--- src/rtl/deco_sched_pkg.sv ---
// Shared types and helpers for the round-robin BCD decoder scheduler.
package deco_sched_pkg;

  typedef enum logic [1:0] {IDLE, DRIVE, SAMPLE, RESP} state_t;

  localparam int NIBBLE_W = 4;
  localparam int BCD_W    = 8;
  localparam int MAX_REQ  = 8;

  // First set bit of valid at or above ptr, wrapping modulo n (n <= MAX_REQ, ptr < n).
  function automatic logic [2:0] rr_pick(input logic [MAX_REQ-1:0] valid,
                                         input logic [2:0] ptr,
                                         input int n);
    logic [2:0] pick;
    logic       found;
    logic [3:0] idx;
    logic [3:0] n4;
    pick  = '0;
    found = 1'b0;
    n4    = 4'(n);
    for (int i = 0; i < n; i++) begin
      idx = {1'b0, ptr} + 4'(i);
      if (idx >= n4) idx = idx - n4;
      if (!found && valid[idx[2:0]]) begin
        pick  = idx[2:0];
        found = 1'b1;
      end
    end
    return pick;
  endfunction

endpackage

--- src/rtl/rr_arbiter.sv ---
// Combinational round-robin arbiter: one-hot grant plus index, gated by en.
module rr_arbiter
  import deco_sched_pkg::*;
#(
  parameter int N_REQ = 4,
  parameter int ID_W  = 2
) (
  input  logic [N_REQ-1:0] valid,
  input  logic [ID_W-1:0]  ptr,
  input  logic             en,
  output logic [N_REQ-1:0] grant,
  output logic [ID_W-1:0]  idx,
  output logic             any
);

  logic [MAX_REQ-1:0] valid_ext;
  logic [2:0]         pick;

  generate
    for (genvar gi = 0; gi < MAX_REQ; gi++) begin : g_ext
      if (gi < N_REQ) begin : g_used
        assign valid_ext[gi] = valid[gi];
      end else begin : g_pad
        assign valid_ext[gi] = 1'b0;
      end
    end
  endgenerate

  assign pick = rr_pick(valid_ext, 3'(ptr), N_REQ);
  assign any  = |valid;
  assign idx  = pick[ID_W-1:0];

  generate
    for (genvar gi = 0; gi < N_REQ; gi++) begin : g_grant
      assign grant[gi] = en && any && (pick == 3'(gi));
    end
  endgenerate

endmodule

--- src/rtl/deco_rr_scheduler.sv ---
// Round-robin scheduler sharing one enable-gated BCD decoder among N_REQ
// requesters: grant, drive+settle, sample, then valid/ready response.
module deco_rr_scheduler
  import deco_sched_pkg::*;
#(
  parameter int N_REQ = 4,
  parameter int ID_W  = 2,
  parameter int CNT_W = 16
) (
  input  logic                      clk,
  input  logic                      rst,
  input  logic [N_REQ-1:0]          req_valid,
  input  logic [NIBBLE_W*N_REQ-1:0] req_data,
  output logic [N_REQ-1:0]          req_ready,
  output logic [NIBBLE_W-1:0]       deco_a,
  output logic                      deco_en,
  input  logic [BCD_W-1:0]          deco_b,
  output logic                      rsp_valid,
  output logic [ID_W-1:0]           rsp_id,
  output logic [BCD_W-1:0]          rsp_data,
  input  logic                      rsp_ready,
  output logic                      busy,
  output logic [CNT_W-1:0]          done_cnt
);

  state_t              state_reg, state_next;
  logic [NIBBLE_W-1:0] nibble_reg;
  logic [ID_W-1:0]     gid_reg;
  logic [ID_W-1:0]     rr_ptr_reg;
  logic [ID_W-1:0]     rr_ptr_next;
  logic [BCD_W-1:0]    rsp_data_reg;
  logic [ID_W-1:0]     rsp_id_reg;
  logic [CNT_W-1:0]    done_cnt_reg;

  logic [N_REQ-1:0]    grant;
  logic [ID_W-1:0]     grant_idx;
  logic                grant_any;
  logic [ID_W:0]       ptr_inc;
  logic [NIBBLE_W-1:0] req_nib [N_REQ];

  generate
    for (genvar gi = 0; gi < N_REQ; gi++) begin : g_nib
      assign req_nib[gi] = req_data[NIBBLE_W*gi +: NIBBLE_W];
    end
  endgenerate

  rr_arbiter #(.N_REQ(N_REQ), .ID_W(ID_W)) u_arb (
    .valid (req_valid),
    .ptr   (rr_ptr_reg),
    .en    (state_reg == IDLE),
    .grant (grant),
    .idx   (grant_idx),
    .any   (grant_any)
  );

  assign ptr_inc     = {1'b0, grant_idx} + (ID_W+1)'(1);
  assign rr_ptr_next = (ptr_inc == (ID_W+1)'(N_REQ)) ? '0 : ptr_inc[ID_W-1:0];

  always_comb begin
    state_next = state_reg;
    case (state_reg)
      IDLE:    if (grant_any) state_next = DRIVE;
      DRIVE:   state_next = SAMPLE;
      SAMPLE:  state_next = RESP;
      RESP:    if (rsp_ready) state_next = IDLE;
      default: state_next = IDLE;
    endcase
  end

  always_ff @(posedge clk) begin
    if (rst) begin
      state_reg    <= IDLE;
      nibble_reg   <= '0;
      gid_reg      <= '0;
      rr_ptr_reg   <= '0;
      rsp_data_reg <= '0;
      rsp_id_reg   <= '0;
      done_cnt_reg <= '0;
    end else begin
      state_reg <= state_next;
      case (state_reg)
        IDLE: if (grant_any) begin
          nibble_reg <= req_nib[grant_idx];
          gid_reg    <= grant_idx;
          rr_ptr_reg <= rr_ptr_next;
        end
        // deco_b has had a full settle cycle by now
        SAMPLE: begin
          rsp_data_reg <= deco_b;
          rsp_id_reg   <= gid_reg;
        end
        RESP: if (rsp_ready) done_cnt_reg <= done_cnt_reg + 1'b1;
        default: ;
      endcase
    end
  end

  // Decoder only enabled, and a only nonzero, while the nibble is in flight.
  assign deco_en   = (state_reg == DRIVE) || (state_reg == SAMPLE);
  assign deco_a    = deco_en ? nibble_reg : '0;
  assign req_ready = grant;
  assign rsp_valid = (state_reg == RESP);
  assign rsp_id    = rsp_id_reg;
  assign rsp_data  = rsp_data_reg;
  assign busy      = (state_reg != IDLE);
  assign done_cnt  = done_cnt_reg;

endmodule
--- config.mk ---
export PLATFORM = sky130hd
export DESIGN_NAME = deco_rr_scheduler
export DESIGN_NICKNAME = d
export VERILOG_FILES = /design/src/rtl/deco_sched_pkg.sv /design/src/rtl/rr_arbiter.sv /design/src/rtl/deco_rr_scheduler.sv
export SDC_FILE = /design/constraint.sdc
export NUM_CORES = 1
export LEC_CHECK = 0
export CAP_MARGIN = 20
export CORE_ASPECT_RATIO = 0.9
export CORE_MARGIN = 4
export CORE_UTILIZATION = 35
export CTS_BUF_LIST = sky130_fd_sc_hd__clkbuf_2
export DETAILED_ROUTE_END_ITERATION = 8
export GPL_TIMING_DRIVEN = 0
export SLEW_MARGIN = 20
export SYNTH_ARGS = -nofsm -noshare
export SYNTH_HDL_FRONTEND = slang
export SYNTH_SLANG_ARGS = --single-unit
--- constraint.sdc ---
create_clock -name clk -period 6.8 [get_ports clk]
set_input_delay 1.36 -clock clk [delete_from_list [all_inputs] [get_ports clk]]
set_output_delay 1.36 -clock clk [all_outputs]
set_load 0.02 [all_outputs]
==> results.md, run 1 <==
Layout:
- The fraction of final layout cells with drive strength greater than 1 is 7.05%.
- In the final layout, the multi-input gates occupy 0.00121 mm^2.
- The number of flip-flops in the largest register is 16.
- The final design area excluding fillers is 0.00282 mm^2.
- After the last flow step, the layout net total stands at 337.
- The area taken by flip-flops and latches is 721 um^2.
- The number of standard cells in the layout, taps in and fillers out is 368.
- Counting the fill cells in the layout gives 557.
- Relative to the synthesized area, the layout overhead comes to 38.3%.
- The final core utilization is 49.8%.
- The number of antenna diodes in the final layout is 0.

Die:
- The region available for standard cell placement spans 0.00566 mm^2.
- During I/O placement, the number of pins put on the boundary was 68.
- Measured along the y axis, the die boundary spans 80.4 um.
- The area of the die is 0.00711 mm^2.
- Once the floorplan was initialized, standard cells occupied 36.0% of the core.
- The floorplan step set the die width to 88.4 um.
- In this run the core area contains 26 standard-cell rows.

Clock network:
- The root buffer cell chosen for the clock tree is sky130_fd_sc_hd__clkbuf_2.
- The clock passes through at most 2 buffers.
- The insertion delay of the later-clocked pin in the worst-skew pair is 360 ps.
- The clock tree from TritonCTS is yes.
- After clock tree synthesis, the flow added hold-fix buffers numbering 0.
- The clock tree synthesis step divided the H-tree into 2 levels.
- The count of buffers added by post-CTS timing repair for setup is 0.
- Once the clock tree was built, the resizer swapped 0 gates to a different size.
- The number of clock sinks is 36.
- The clock buffer count from CTS is 5.
- The clock transition at the registers of the reported paths is 160 ps.

Run status:
- The run finished with clean final reports.

Logic synthesis:
- The number of register bits inferred by synthesis is 36.
- The share of synthesized area in the top cell type comes to 35.4%.
- The number of distinct standard cells referenced by the synthesized netlist is 39.
- The post-synthesis compound-gate area fraction is 12.6%.
- Summing the areas of all fa, ha and maj instances in the mapped netlist gives 4.91% of the synthesized area.
- The most frequent cell after synthesis is sky130_fd_sc_hd__nor2_1.
- After Yosys synthesis, and, or, nand and nor cells account for 18.8% of the synthesized area.
- Counting every net in the synthesized netlist gives 264.
- Sequential cells were found to cover 35.4% of the synthesized design area.
- Of all flip-flops after synthesis, the portion carrying an async set or reset was 0%.
- sky130_fd_sc_hd__dfxtp_1 takes more of the synthesized area than any other cell.
- After synthesis, the cell types taking the most area are sky130_fd_sc_hd__dfxtp_1 35%, sky130_fd_sc_hd__mux2i_1 11%, sky130_fd_sc_hd__nor2_1 7.0%.
- Yosys printed 0 warnings.
- Multiplexer cells account for 17.1% of the synthesized area.
- The number of cells produced by synthesis is 225.
- Of the total synthesized cell area, the portion taken by XOR and XNOR cells is 6.02%.
- The mean cell area of the mapped netlist is 9.06 um^2.
- The number of flops mapped to enable cells by yosys is 0.
- The top flip-flop cell by instance count after synthesis is sky130_fd_sc_hd__dfxtp_1.
- The synthesized area is 0.00204 mm^2.
- After synthesis, the largest family of logic cells by area is simple AND/OR/NAND/NOR gates.
- The commonest cells after synthesis are 38 x sky130_fd_sc_hd__nor2_1, 36 x sky130_fd_sc_hd__dfxtp_1, 22 x sky130_fd_sc_hd__mux2i_1, 15 x sky130_fd_sc_hd__inv_1, 10 x sky130_fd_sc_hd__a211oi_1.

Detailed routing:
- Dividing the detail-routed wire length by the instance count gives 13.1 um.
- The met3 wirelength from detailed routing is 449 um.
- Detailed routing inserted a total of 1825 vias.
- The number of optimization iterations in the first detailed-route pass is 4.
- In the routed layout, each cell is associated on average with a via count of 4.96.
- For this block, the routed nets add up to 4810 um of wire.
- The detailed router finished its first iteration with 55 violations.
- The detailed router used layers up to and including met4.
- In the detailed route, the total length drawn on met2 is 2060 um.
- The total DRC errors in the routed layout is 0.
- For this block, wires on met1 add up to 2270 um.
- The count of nets left with antenna violations after detail routing is 0.

Global routing:
- The global-route usage over all layers is 14.6%.
- The number of antenna violations at the first check in global routing is 0.
- The number of global-route vias before repair is 1844.
- The global-route wire length before repair is 8340 um.
- The total congestion overflow after global routing is 0.
- Entering global routing, the biggest net connects 11 pins.

Pwr:
- The leakage component of the power is 1.07 nW.
- In this run the power density over the cells is 323 mW/mm^2.
- The worst-case IR drop observed on VDD is 136 uV.

STA:
- The relative slew slack is 48.9%.
- The worst setup slack after layout is 1110 ps.
- The actual transition at the worst max-transition pin is 759 ps.
- Setup repair after global routing left no endpoint under its margin.
- The smallest clock period supported by the final layout is computed as 5690 ps.
- Setup violations remaining at the end of the flow were counted as 0.
- The final clock skew is 21.0 ps.
- The hold violation count in the final report is 0.
- The highest attainable clock frequency is 0.176 GHz.
- The setup TNS after final layout is 0 ps.
- The share of the cycle needed by the critical path after routing is 83.7%.
- The number of pins exceeding their max-slew limit in the final report is 0.

Worst setup path:
- The critical path capture point type is an output pin.
- The endpoint arrival time on the critical path is 4330 ps.
- The largest single stage delay on the critical path is 630 ps.
- The highest-delay cell along the critical path is sky130_fd_sc_hd__clkdlybuf4s50_1.
- The critical path required time is 5440 ps.
- The critical path in this run is classified as input pin to output pin.
- The critical-path maximum fanout is 8.
- Traced cell by cell, the critical path runs through clkdlybuf4s50_1, mux4_2, or2_0, or4_4, o21a_4, inv_1, ha_1, inv_1, nor2_1, clkdlybuf4s50_1.
- STA classifies the critical path startpoint as an input pin.

Placed design:
- The final weighted congestion in routability-driven placement is 0.762.
- In this run, placement finished with an instance count of 361.
- The worst setup slack before clock tree synthesis is 1120 ps.
- Once placement finished, the instance area stood at 0.00279 mm^2.
- The count of input and output buffers is 66.
- Detailed placement finished with a half-perimeter wire length of 3720 um.

Min path:
- The worst hold path belongs to the class flop to flop.

Flow run:
- Across the run, the number of max-cap violations was 0.
[stage by stage]
stage / power [mW] / hold slack (ps)
6_report: 0.909 / 512
5_1_grt: 0.993 / 548
4_1_cts: 0.923 / 516
3_5_place_dp: 0.832 / 489
3_3_place_gp: 0.825 / 472
2_1_floorplan: 0.650 / 460
[cell usage in the layout (no fill, tap or decap), types with 6 or more instances in the layout]
master / instances
sky130_fd_sc_hd__a211oi_1: 10
sky130_fd_sc_hd__and2_1: 6
sky130_fd_sc_hd__and3_1: 7
sky130_fd_sc_hd__clkbuf_1: 7
sky130_fd_sc_hd__clkdlybuf4s50_1: 66
sky130_fd_sc_hd__dfxtp_1: 36
sky130_fd_sc_hd__ha_1: 8
sky130_fd_sc_hd__inv_1: 15
sky130_fd_sc_hd__mux2i_1: 22
sky130_fd_sc_hd__nand3_1: 9
sky130_fd_sc_hd__nor2_1: 38
sky130_fd_sc_hd__xor2_1: 9
[worst max-delay path, delay by kind of cell]
family                   cells  cell delay, ps
AO/OA/AOI/OAI                1             160
adder cells (fa/ha/maj)      1             130
buffers and inverters        4            1250
multiplexers                 1             540
AND/OR/NAND/NOR              3             920
[worst paths after layout]
kind	startpoint	cells past startpoint	slack, ps	end
min reg2reg	gid_reg[1]	2	510	gid_reg[1]
max reg2reg	rr_ptr_reg[0]	11	3910	rr_ptr_reg[1]
min	gid_reg[1]	2	510	gid_reg[1]
max	req_valid[2]	10	1110	req_ready[3]
[power by group]
part           internal (mW)  total [mW]  switching (mW)
Sequential             0.248       0.267          0.0190
Combinational          0.252       0.555           0.303
Clock                 0.0213      0.0872          0.0659
Total                  0.522       0.909           0.388
[metal layers]
layer,track usage [%],vias up
met5,0,-
met4,2.72,0
met3,5.54,2
met2,23.2,51
met1,19.0,841
li1,-,931
[cells by family after synthesis]
logic type / after synthesis
buf+inv: 25
compound gates: 33
xor+xnor: 14
fa+ha+maj: 8
flops: 36
simple gates: 79
mux: 30
[final cells by class]
type	count	area share, %
Buffer	10	1.78
Sequential cell	36	25.6
Clock inverter	2	0.266
Multi-Input combinational cell	164	43.0
Timing Repair Buffer	66	23.4
Inverter	15	2.00
Clock buffer	5	0.888
Tap cell	70	3.11
No activity file was read; power rests on OpenSTA's default activity.
==> inputs of run 2 (changes only) <==
Settings changed: PLACE_DENSITY from default to 0.66.
Clock period 6.8 ns to 4.7 ns, I/O delays scaled along.
==> results.md, run 2 (synthesis gave the netlist of run 1 again) <==
Detailed routing:
- The per-cell via count in the routed design is 4.94 (-0.44%).
- The overall via count from detail_route is 1817 (-0.44%).
- The average routed wire per standard cell came to 13.2 um (+1.2%).
- The total DRC errors in the routed layout is 0 (unchanged).
- The number of DRC markers in iteration 0 is 71 (+29%).
- The number of optimization iterations in the first detailed-route pass came to 4 (unchanged).
- The wire length after detailed routing is 4860 um (+1.2%).
- The count of nets left with antenna violations after detail routing is 0 (unchanged).

Die:
- The core footprint is 0.00566 mm^2 (unchanged).
- The number of I/O pins is 68 (unchanged).
- The starting density of the core is 36.0% (unchanged).
- The width of the die is 88.4 um (unchanged).
- The floorplan row count came to 26 (unchanged).
- The area of the die came to 0.00711 mm^2 (unchanged).
- The chip height was 80.4 um (unchanged).

Worst setup path:
- The worst setup path is captured at an output pin.
- The endpoint arrival time on the critical path was 3610 ps (-720 ps).
- The element type at the critical path start is an input pin.
- Counting stages on the worst path, the most repeated cell is sky130_fd_sc_hd__inv_1.
- The signal on the critical path passes through clkdlybuf4s50_1, mux4_2, or2_0, or4_4, o21a_4, inv_1, ha_1, inv_1, nor2_1, dlygate4sd2_1.
- The worst reg-to-reg setup slack is 1790 ps (-2120 ps).
- The critical-path maximum fanout is 8 (unchanged).
- The critical path required time was 3760 ps (-1680 ps).
- The biggest cell delay along the critical path is 540 ps (-90 ps).
- The setup path with the least slack is of type input pin to output pin.
- The largest individual stage delay along the critical path comes from the cell sky130_fd_sc_hd__mux4_2.

STA:
- The relative slew slack is 48.6% (-0.33 points).
- The actual transition at the worst max-transition pin is 764 ps (+4.97 ps).
- The number of pins exceeding their max-slew limit in the final report is 0 (unchanged).
- The share of the cycle needed by the critical path after routing is 96.8%.
- The minimum period implied by the final worst setup slack is 4550 ps.
- The final clock skew is 21.5 ps (+0.528 ps).
- The setup TNS after final layout is 0 ps (unchanged).
- The count of endpoints failing setup in the final report was 0 (unchanged).
- Setup repair after global routing left no endpoint under its margin.
- The hold violation count in the final report is 0 (unchanged).
- Static timing analysis puts the maximum clock frequency at 0.220 GHz.

Placed design:
- The count of input and output buffers is 66 (unchanged).
- The final weighted congestion in routability-driven placement is 0.890 (+17%).
- The half-perimeter wire length of the detailed placement result was 3880 um (+4.3%).
- The post-place instance area is 0.00279 mm^2 (unchanged).

Clock network:
- TritonCTS built the clock tree.
- The quantity of hold-fixing buffers added after cts came to 0 (unchanged).
- The clock root buffer master is sky130_fd_sc_hd__clkbuf_2.
- The number of clock sinks was 36 (unchanged).
- The total number of H-tree levels is 2 (unchanged).
- The count of buffers added by post-CTS timing repair for setup is 0 (unchanged).
- The clock transition at the registers of the reported paths came to 160 ps (about the same).
- The clock buffer count from CTS is 5 (unchanged).
- The largest buffer count on any clock path is 2 (unchanged).
- The insertion delay of the later-clocked pin in the worst-skew pair is 350 ps (about the same).

Global routing:
- The number of antenna violations at the first check in global routing was 0 (unchanged).
- The global-route wire length before repair is 8270 um (-0.83%).
- The largest net degree at the start of global routing is 11 (unchanged).
- The total congestion overflow after global routing came to 0 (unchanged).
- The number of global-route vias before repair is 1785 (-3.2%).
- The global-route usage over all layers was 14.5% (-0.11 points).

Layout:
- The diode insertion count for antenna repair is 0 (unchanged).
- The final design area excluding fillers is 0.00283 mm^2 (+0.44%).
- The fraction of final layout cells with drive strength greater than 1 is 7.72% (+0.67 points).
- The library cell used most frequently in the layout, excluding fill and tap cells, is sky130_fd_sc_hd__clkdlybuf4s50_1.
- The number of flip-flops in the largest register is 16 (unchanged).
- The area taken by flip-flops and latches is 721 um^2 (unchanged).
- From synthesis to final layout, the design area changed by 38.9%.
- The layout filler cell count is 588 (+5.6%).
- The area of the multi-input gates is 0.00122 mm^2 (+1.0%).
- The final net count was 337 (unchanged).
- In the layout the commonest cells are 64 x sky130_fd_sc_hd__clkdlybuf4s50_1, 38 x sky130_fd_sc_hd__nor2_1, 36 x sky130_fd_sc_hd__dfxtp_1, 22 x sky130_fd_sc_hd__mux2i_1, 15 x sky130_fd_sc_hd__inv_1.

Run status:
- The run finished with clean final reports.

Min path:
- The type of the worst min-delay path is flop to flop.

Pwr:
- The largest voltage drop on the vdd net was 207 uV (+52%).
- The power per standard cell area is 467 mW/mm^2 (+45%).
- The leakage component of the power is 1.08 nW (+1.6%).

Flow run:
- The count of maximum capacitance violations came to 0 (unchanged).
-- run 2: cell types whose count changed in the layout (fill, tap and decap cells not counted) --
cell                              change
sky130_fd_sc_hd__clkdlybuf4s50_1      -2
sky130_fd_sc_hd__clkinv_1             -2
sky130_fd_sc_hd__dlygate4sd2_1        +2
sky130_fd_sc_hd__clkbuf_2             +1
sky130_fd_sc_hd__clkinv_2             +1
sky130_fd_sc_hd__o2bb2ai_2            -1
sky130_fd_sc_hd__o2bb2ai_4            +1
-- run 2: worst max-delay path: cells and delay by family --
family                     cells  cell delay [ps]
muxes                          1              540
and+or+nand+nor                3              890
adders and majority gates      1              120
AOI/OAI and AO/OA              1              160
buffers and inverters          4              960
-- run 2: repair_timing --
item                       in CTS  in global routing
setup endpoints to repair       2                  1
resized for setup               2                  1
hold endpoints to repair        0                  0
-- run 2: report_power, final --
group / leakage [nW] / total, mW / switching [mW] / internal, mW
logic: 0.762 / 0.807 / 0.440 / 0.367
registers: 0.293 / 0.388 / 0.0290 / 0.359
clock network: 0.0288 / 0.129 / 0.0930 / 0.0357
total: 1.08 / 1.32 / 0.562 / 0.761
-- run 2: worst paths after layout --
kind / from / end / cells past startpoint
max: req_valid[2] / req_ready[3] / 10
min: gid_reg[1] / gid_reg[1] / 2
max reg2reg: rr_ptr_reg[0] / rr_ptr_reg[1] / 11
min reg2reg: gid_reg[1] / gid_reg[1] / 2
-- run 2: final cells by class --
cell class              count  area share (%)
flip-flops and latches     36            25.5
clock buffers               6            1.06
multi-input cells         164            43.2
well taps                  70            3.09
clock inverters             1           0.177
plain buffers              10            1.77
inverters                  15            1.99
repair buffers             66            23.2
-- run 2: metal layers --
| layer | vias to the layer above | global-route usage [%] | routed length (um) |
|---|---|---|---|
| li1 | 939 | - | - |
| met2 | 43 | 23.6 | 2250 |
| met4 | 0 | 3.17 | 33 |
| met1 | 833 | 18.5 | 2260 |
| met5 | - | 0 | 0 |
| met3 | 2 | 5.03 | 324 |
-- run 2: stage by stage --
stage / instances / power [mW] / setup WS (ps) / hold slack, ps / utilization [%]
finish: 368 / 1.32 / 152 / 516 / 50.0
global route: 368 / 1.44 / 24.8 / 542 / 50.0
CTS: 368 / 1.33 / 90.9 / 521 / 49.8
detailed placement: 361 / 1.20 / -141 / 485 / 49.2
global placement: 361 / 1.19 / -129 / 471 / 49.2
floorplan: 225 / 0.941 / 927 / 460 / -
